File: src/rtl/dac_channel_scheduler_if.sv
// DAC scheduler bus: per-channel requests and words in,
// shared serial DAC pins, load strobes and acks out.
interface dac_channel_scheduler_if #(
  parameter int N_CH = 16,
  parameter int DW   = 16
);
  logic [N_CH-1:0]    req;
  logic [N_CH*DW-1:0] wr_data;
  logic [N_CH-1:0]    ack;
  logic               busy;
  logic               dac_cs;
  logic               sck;
  logic [N_CH-1:0]    sdi;
  logic [N_CH-1:0]    ldac;

  modport master (
    output req, wr_data,
    input  ack, busy, dac_cs, sck, sdi, ldac
  );

  modport slave (
    input  req, wr_data,
    output ack, busy, dac_cs, sck, sdi, ldac
  );
endinterface

File: src/rtl/dac_channel_scheduler.sv
// Round-robin scheduler sharing one serial DAC bus (cs/sck)
// across N_CH channels, each with its own sdi and ldac.
module dac_channel_scheduler #(
  parameter int N_CH    = 16,
  parameter int DW      = 16,
  parameter int CLK_DIV = 4,
  parameter int LDAC_W  = 2
) (
  input  logic clk,
  input  logic rst,
  dac_channel_scheduler_if.slave bus
);
  localparam int CH_W  = (N_CH > 1) ? $clog2(N_CH) : 1;
  localparam int BIT_W = (DW > 1) ? $clog2(DW) : 1;
  localparam int DIV_W = (CLK_DIV > 1) ? $clog2(CLK_DIV) : 1;
  localparam int LW_W  = (LDAC_W > 1) ? $clog2(LDAC_W) : 1;

  localparam logic [DIV_W-1:0] DIV_LAST = DIV_W'(CLK_DIV - 1);
  localparam logic [BIT_W-1:0] BIT_LAST = BIT_W'(DW - 1);
  localparam logic [LW_W-1:0]  LW_LAST  = LW_W'(LDAC_W - 1);
  localparam logic [CH_W-1:0]  CH_LAST  = CH_W'(N_CH - 1);
  localparam logic [CH_W:0]    N_CH_V   = (CH_W+1)'(N_CH);

  typedef enum logic [2:0] {
    IDLE, ARB, SETUP, SHIFT, GAP, LDAC, ACK
  } state_e;

  state_e           state_q, state_d;
  logic [CH_W-1:0]  ptr_q, ptr_d;
  logic [CH_W-1:0]  grant_q, grant_d;
  logic [DW-1:0]    data_q, data_d;
  logic [BIT_W-1:0] bit_q, bit_d;
  logic [DIV_W-1:0] div_q, div_d;
  logic [LW_W-1:0]  lw_q, lw_d;
  logic             phase_q, phase_d;
  logic             armed_q;

  logic             any_req;
  logic             div_end;
  logic             found;
  logic [CH_W-1:0]  pick;
  logic [CH_W:0]    idx;
  logic [CH_W-1:0]  cand;

  assign any_req = |bus.req;
  assign div_end = (div_q == DIV_LAST);

  // first requester at or after ptr, wrapping
  always_comb begin
    found = 1'b0;
    pick  = '0;
    idx   = '0;
    cand  = '0;
    for (int i = 0; i < N_CH; i++) begin
      idx = {1'b0, ptr_q} + (CH_W+1)'(i);
      if (idx >= N_CH_V) idx = idx - N_CH_V;
      cand = idx[CH_W-1:0];
      if (!found && bus.req[cand]) begin
        found = 1'b1;
        pick  = cand;
      end
    end
  end

  always_comb begin
    state_d = state_q;
    ptr_d   = ptr_q;
    grant_d = grant_q;
    data_d  = data_q;
    bit_d   = bit_q;
    div_d   = div_q;
    lw_d    = lw_q;
    phase_d = phase_q;
    unique case (state_q)
      IDLE: begin
        if (armed_q && any_req) state_d = ARB;
      end
      ARB: begin
        if (found) begin
          grant_d = pick;
          data_d  = bus.wr_data[int'(pick)*DW +: DW];
          ptr_d   = (pick == CH_LAST) ? '0 : pick + 1'b1;
          div_d   = '0;
          state_d = SETUP;
        end else begin
          state_d = IDLE;
        end
      end
      SETUP: begin
        if (div_end) begin
          div_d   = '0;
          bit_d   = '0;
          phase_d = 1'b0;
          state_d = SHIFT;
        end else begin
          div_d = div_q + 1'b1;
        end
      end
      // phase 0 = sck high half, phase 1 = sck low half
      SHIFT: begin
        if (div_end) begin
          div_d = '0;
          if (!phase_q) begin
            phase_d = 1'b1;
            data_d  = data_q << 1;
          end else begin
            phase_d = 1'b0;
            if (bit_q == BIT_LAST) state_d = GAP;
            else bit_d = bit_q + 1'b1;
          end
        end else begin
          div_d = div_q + 1'b1;
        end
      end
      GAP: begin
        if (div_end) begin
          div_d   = '0;
          lw_d    = '0;
          state_d = LDAC;
        end else begin
          div_d = div_q + 1'b1;
        end
      end
      LDAC: begin
        if (lw_q == LW_LAST) begin
          lw_d    = '0;
          state_d = ACK;
        end else begin
          lw_d = lw_q + 1'b1;
        end
      end
      ACK:     state_d = IDLE;
      default: state_d = IDLE;
    endcase
  end

  always_comb begin
    bus.ack    = '0;
    bus.sdi    = '0;
    bus.ldac   = '1;
    bus.busy   = 1'b0;
    bus.dac_cs = 1'b1;
    bus.sck    = 1'b0;
    unique case (state_q)
      ARB: bus.busy = found;
      SETUP: begin
        bus.busy         = 1'b1;
        bus.dac_cs       = 1'b0;
        bus.sdi[grant_q] = data_q[DW-1];
      end
      SHIFT: begin
        bus.busy         = 1'b1;
        bus.dac_cs       = 1'b0;
        bus.sck          = !phase_q;
        bus.sdi[grant_q] = data_q[DW-1];
      end
      GAP: bus.busy = 1'b1;
      LDAC: begin
        bus.busy          = 1'b1;
        bus.ldac[grant_q] = 1'b0;
      end
      ACK: begin
        bus.busy         = 1'b1;
        bus.ack[grant_q] = 1'b1;
      end
      default: ;
    endcase
  end

  // armed_q holds off arbitration for one edge after reset release
  always_ff @(posedge clk or posedge rst) begin
    if (rst) begin
      state_q <= IDLE;
      ptr_q   <= '0;
      grant_q <= '0;
      data_q  <= '0;
      bit_q   <= '0;
      div_q   <= '0;
      lw_q    <= '0;
      phase_q <= 1'b0;
      armed_q <= 1'b0;
    end else begin
      state_q <= state_d;
      ptr_q   <= ptr_d;
      grant_q <= grant_d;
      data_q  <= data_d;
      bit_q   <= bit_d;
      div_q   <= div_d;
      lw_q    <= lw_d;
      phase_q <= phase_d;
      armed_q <= 1'b1;
    end
  end
endmodule
File: src/flat_wrapper.sv
// flat-port wrapper written by rule: the top's interface ports become plain ports
module dac_channel_scheduler_flat 
#(
  parameter int N_CH    = 16,
  parameter int DW      = 16,
  parameter int CLK_DIV = 4,
  parameter int LDAC_W  = 2
)
  (clk, rst, bus_req, bus_wr_data, bus_ack, bus_busy, bus_dac_cs, bus_sck, bus_sdi, bus_ldac);
  dac_channel_scheduler_if #(.N_CH(N_CH), .DW(DW)) bus_i ();
  input  logic clk;
  input  logic rst;
  input wire logic [$bits(bus_i.req)-1:0] bus_req;
  input wire logic [$bits(bus_i.wr_data)-1:0] bus_wr_data;
  output wire logic [$bits(bus_i.ack)-1:0] bus_ack;
  output wire logic [$bits(bus_i.busy)-1:0] bus_busy;
  output wire logic [$bits(bus_i.dac_cs)-1:0] bus_dac_cs;
  output wire logic [$bits(bus_i.sck)-1:0] bus_sck;
  output wire logic [$bits(bus_i.sdi)-1:0] bus_sdi;
  output wire logic [$bits(bus_i.ldac)-1:0] bus_ldac;
  assign bus_i.req = bus_req;
  assign bus_i.wr_data = bus_wr_data;
  assign bus_ack = bus_i.ack;
  assign bus_busy = bus_i.busy;
  assign bus_dac_cs = bus_i.dac_cs;
  assign bus_sck = bus_i.sck;
  assign bus_sdi = bus_i.sdi;
  assign bus_ldac = bus_i.ldac;
  dac_channel_scheduler #(.N_CH(N_CH), .DW(DW), .CLK_DIV(CLK_DIV), .LDAC_W(LDAC_W)) u_core (.clk(clk), .rst(rst), .bus(bus_i));
endmodule
File: config.mk
export PLATFORM = sky130hd
export DESIGN_NAME = dac_channel_scheduler_flat
export DESIGN_NICKNAME = d
export VERILOG_FILES = /design/src/rtl/dac_channel_scheduler_if.sv /design/src/rtl/dac_channel_scheduler.sv /design/src/flat_wrapper.sv
export SDC_FILE = /design/constraint.sdc
export NUM_CORES = 1
export LEC_CHECK = 0
export BUFFER_PORTS_ARGS = -buffer_cell sky130_fd_sc_hd__buf_2
export CORE_AREA = 2 2 124 138
export CTS_BUF_LIST = sky130_fd_sc_hd__clkbuf_16
export DETAILED_ROUTE_END_ITERATION = 8
export DIE_AREA = 0 0 126 140
export PLACE_DENSITY = 0.79
export SLEW_MARGIN = 20
export SYNTH_ARGS = -nofsm -noshare
export SYNTH_HDL_FRONTEND = slang
export SYNTH_SLANG_ARGS = --single-unit
File: constraint.sdc
create_clock -name clk -period 5.16 [get_ports clk]
set_input_delay 0.774 -clock clk [delete_from_list [all_inputs] [get_ports clk]]
set_output_delay 0.774 -clock clk [all_outputs]
set_load 0.03 [all_outputs]
Yosys cells after proc, flatten, opt, wreduce, memory -nomap -nowiden
Cells that the tools add are included.
- bits in registers: 36
- input bits: 274
- memories: 0
- RAM bits: 0
- word-level logic and storage cells: 265
- bits in latches: 0
- output and inout bits: 51
- memory bits (read-only): 0
- equal/unequal tests: 19
- $mul: 0
- div/mod/pow operators: 0
- reductions and logical operators: 49
- add/sub/neg operators: 35
- multiplexer cells: 116
- bitwise operators: 2
- magnitude comparators: 34
- shifts and indexed selects: 1
- operator list (operator ; count):
    256-bit by 9-bit variable part select with 16-bit output ; 1
    4-bit 2-to-1 mux ; 37
    16-bit 2-to-1 mux ; 6
    4-bit by 5-bit < comparator with 1-bit output, second input constant ; 17
    5-bit >= comparator, second input constant ; 15
    1-bit binary-select mux with 4-bit select ; 16
    4-bit by 1-bit subtractor with 4-bit output, second input constant ; 16
    4-bit by 4-bit adder with 5-bit output, second input constant ; 8
    1-bit 2-to-1 mux ; 39
    16-bit case mux with 2 select lines ; 1
    3-bit 2-to-1 mux ; 7
    4-bit by 3-bit adder with 5-bit output, second input constant ; 4
    3-bit case mux with 6 select lines ; 1
    1-bit logical AND ; 17
    16-bit bitwise AND ; 1
    1-bit logical NOT ; 16
    2-bit by 1-bit != test with 1-bit output, second input constant ; 8
    16-bit inverter ; 1
    16-bit OR reduction ; 1
    4-bit by 2-bit adder with 5-bit output, second input constant ; 2
    3-bit equality test, second input constant ; 3
    4-bit by 1-bit adder with 4-bit output, second input constant ; 2
    4-bit equality test, second input constant ; 2
    4-bit case mux with 2 select lines ; 1
    other kinds (23) ; 34

Depth between registers and ports, before layout
- word-level depth: 53
- depth in mapped cells: 23
- depth with buffers taken out: 15

Worst setup path after synthesis
No wires, ideal clock.
- kind: register to register
- start: reg u_core.ptr_q[1]
- end: reg u_core.data_q[1]
- arrival time: 4.884 ns
- library setup time: 0.129 ns
- slack: 0.147 ns
- buffers on the path: 8
- data required time: 5.031 ns
- clock period less this slack: 5.013 ns
- stages on the path, launching flop included: 23
- cells stage by stage: dfrtp_1 -> buf_4 -> buf_8 -> buf_4 -> buf_2 -> inv_1 -> ha_1 -> buf_4 -> buf_4 -> mux2i_1 -> mux4_2 -> mux2i_1 -> nand3b_2 -> nor3_2 -> a221oi_4 -> o211ai_4 -> a21oi_4 -> buf_6 -> buf_2 -> mux2i_1 -> mux2i_1 -> a221oi_1 -> a21oi_1
- longest elaborated chain between the ends: 53
- elaborated cells between the ends (all ways): 162
- classes of those cells: 31 x add/sub; 16 x order compare; 1 x eq/ne; 1 x shift; 82 x mux; 31 x reduce/logical
- ends and longest elaborated chain (what ; line ; text):
    start, declared ; dac_channel_scheduler.sv:29 ; logic [CH_W-1:0] ptr_q, ptr_d;
    start signal, assigned ; dac_channel_scheduler.sv:184 ; ptr_q <= ptr_d;
    parallel branches: the longest is 53 deep, another holds 4-bit by 1-bit adder with 5-bit output ; -- ;
    end signal, assigned ; dac_channel_scheduler.sv:186 ; data_q <= data_d;
    end, declared ; dac_channel_scheduler.sv:31 ; logic [DW-1:0] data_q, data_d;
Parallel ways; which one is timed is not known. The select of a mux whose other input is x is not followed.
A chain may end at the register's enable or synchronous reset.

Worst setup path after layout
- start: reg u_core.ptr_q[0]
- end: reg u_core.data_q[8]
The elaborated chain is that of the path after synthesis.

==> impl_metrics.toml <==
[run_status]
run_status = "completed"

[layout]
fin_area_um2 = 9360
nFillCells = 1547
instances_no_fill = 1443
final_common_cell = "buf_2"
multiInputGateArea_um2 = 5740
syn_to_final_growth_pct = 30.4
nets = 1517
mostFrequentLayoutCells = "324 x buf_2, 169 x mux2i_1, 84 x nand2_1"
drive_gt1_share_pct = 37.4
regArea_um2 = 901

[logic_synthesis]
async_flop_share_pct = 100
seq_area_frac_synth_pct = 12.5
netlist_instances = 913
synth-seq-cells = 36
syn-cell-area_um2 = 7180
yosysUniqueCellTypes = 85
synthFlopType = "dfrtp_1"
avgSynthCellArea_um2 = 7.87
yosysWarnings = 0
synth_edf_count = 0
synth_fp_nets = 1197

[critical_path]
worst_setup_path_end_kind = "flip-flop"
start_kind = "flip-flop"
crit_arrival_ns = 5.21
crit_required_ns = 5.30
worstPathMaxFanout = 36
slowest_stage = "mux4_2"
cpPeakStageDelay_ns = 0.64
path_class = "reg -> reg"
rrSetupSlack_ns = 0.09
path_cells = "ha_1 -> xnor2_1 -> mux4_2 -> mux2i_1 -> nand3b_2 -> nor3_2 -> buf_4 -> buf_4 -> and3_1 -> a221o_1 -> o21ai_4 -> nand2_4 -> buf_12 -> mux2i_1 -> a221oi_1 -> a21oi_1"

[power_and_ir_drop]
p_leak_uw = 0.00449
finalPower_uw = 1080
powerDensity_nw_per_um2 = 116
ir_worst_vdd_v = 0.000132

[placement]
place_area_um2 = 9160
port_buffers = 324
dp.cells = 1425
pre_cts_ws_ns = -0.136
dp_hpwl_mm = 25.4
gp_congestion = 0.992

[clocking]
cts_tree = "done"
clk_latency_ns = 0.28
clkSinkCount = 36
cts_buffer_depth = 2
clk_pin_slew_ns = 0.06
h-tree-depth = 2
numCtsBuffers = 5
ctsResizeCount = 0
hold_buffers = 0
root_buffer = "clkbuf_16"

[routing]
num_vias = 8822
route.detailed.drc = 0
postRouteAntennaNets = 0
finalWirelength_mm = 31.4
vias_per_cell = 6.11
drt_iter0_markers = 858
routedWlPerCell_um = 21.7
dr.pass1.iters = 8

[timing]
finalCritPeriodShare_pct = 98.2
skew_ns = 0.00675
max_clock_freq_mhz = 197
finalSetupViolations = 0
fin_ws_ns = 0.0938
final_hold_viol_count = 0
setup_tns_ns = 0
drv_slew = 0
worst_pin_slew_ns = 0.852
max-slew-margin-rel_pct = 43.2
rsz0062_at_grt = "false"
min_period_ns = 5.07

[grt]
grt_max_degree = 37
grt_overflow = 0
track_usage_pct = 33.5
grt_pass1_wl_mm = 46.5
grt_pass1_vias = 8338
antenna_found_initial = 7

[floorplan]
die_area_um2 = 17600
fp.dieW_um = 126
start_util_pct = 44.4
io_pins = 325
dieHeight_um = 140
fp.coreArea_um2 = 16200
num_rows = 49

[run]
cap_violations = 0

[hold_path]
hold_class = "reg -> reg"
-- routing by layer --
metal / share of wire, % / track usage, %
met5: 0.086 / 0
met4: 3.6 / 12.2
met3: 9.4 / 5.65
met2: 48 / 56.2
met1: 39 / 43.3
-- state kept, by name (all words and copies together), names as in the netlist --
signal,cells
u_core.lw_q,1
u_core.phase_q,1
u_core.grant_q,4
u_core.state_q,3
u_core.ptr_q,4
u_core.armed_q,1
u_core.bit_q,4
u_core.div_q,2
u_core.data_q,16
-- synth_stat cells, types with 4 or more instances --
cell       count  share of area, %
mux2i_1      169                24
a21oi_1       29               2.0
ha_1          10               1.7
nor2b_1        9              0.78
buf_4          7              0.73
nand2_1       84               4.4
a2111oi_0     16               2.0
a211oi_1      33               3.4
o211ai_1      14               1.5
buf_2         20               1.4
o31ai_1        4              0.42
and2_1         6              0.52
nand4_1       10              0.87
o32ai_1        4              0.49
and3_1         7              0.61
buf_6          8               1.3
dfrtp_1       36                13
nor3_1         4              0.28
mux2_1         4              0.63
mux4_2        14               4.4
nand2b_1       7              0.61
a22o_1         6              0.73
xnor2_1       12               1.5
mux2_2        16               2.5
or2_2          9              0.78
o21ai_0       63               4.4
a221oi_1      24               2.9
nor2_1        79               4.1
a311oi_1       8              0.98
inv_1         36               1.9
clkbuf_1      35               1.8
nand3_1       44               3.1
-- worst paths after layout --
path                             startpoint                end  cells past startpoint
max                         u_core.ptr_q[0]   u_core.data_q[8]                     16
min                        u_core.data_q[0]   u_core.data_q[0]                      2
max reg2reg                 u_core.ptr_q[0]   u_core.data_q[8]                     16
min reg2reg                u_core.data_q[0]   u_core.data_q[0]                      2
max in group asynchronous               rst   u_core.data_q[2]                      3
min in group asynchronous               rst  u_core.data_q[11]                      3
-- where the power goes --
group | internal, uW | switching [uW] | total [uW]
combinational | 237 | 262 | 499
clock | 179 | 123 | 302
sequential | 283 | 0.0718 | 283
total | 699 | 384 | 1080
-- per-stage QoR --
stage          utilization, %  hold slack [ns]
2_1_floorplan               -            0.449
3_3_place_gp             56.6            0.470
3_5_place_dp             56.6            0.505
4_1_cts                  57.6            0.519
5_1_grt                  57.8            0.523
6_report                 57.9            0.523
-- repair_timing --
| item | CTS | global route |
|---|---|---|
| buffers inserted | 0 | 4 |
| endpoints found under the setup margin | 5 | 11 |
| hold endpoints to repair | 0 | 0 |
| pin swaps | 1 | 2 |
| cloned | 1 | 0 |
-- critical path, delay by kind of cell (launching register included) --
kind	cells	cell delay, ns
AOI/OAI and AO/OA	4	1.59
buffers and inverters	3	0.51
and+or+nand+nor	4	0.61
xor gates and xnor gates	1	0.43
DFF	1	0.40
adders and majority gates	1	0.33
muxes	3	1.03
-- logic make-up (layout without fill, tap and decap cells) --
family | after synthesis | after routing | share of synthesized area (%)
simple gates | 283 | 283 | 19.1
flops | 36 | 36 | 12.5
mux | 205 | 205 | 31.6
other cells | 1 | 6 | 0.0522
buf+inv | 115 | 435 | 7.72
compound gates | 247 | 248 | 25.2
xor+xnor | 16 | 16 | 2.06
fa+ha+maj | 10 | 10 | 1.74
-- area by class of cell --
| cell class | count | area share [%] |
|---|---|---|
| Antenna cell | 5 | 0.134 |
| Clock buffer | 5 | 1.34 |
| Clock inverter | 3 | 0.254 |
| Inverter | 41 | 1.64 |
| Multi-Input combinational cell | 763 | 61.3 |
| Sequential cell | 36 | 9.62 |
| Tap cell | 204 | 2.73 |
| Timing Repair Buffer | 386 | 23.0 |
(Power assumes the default switching activity.)
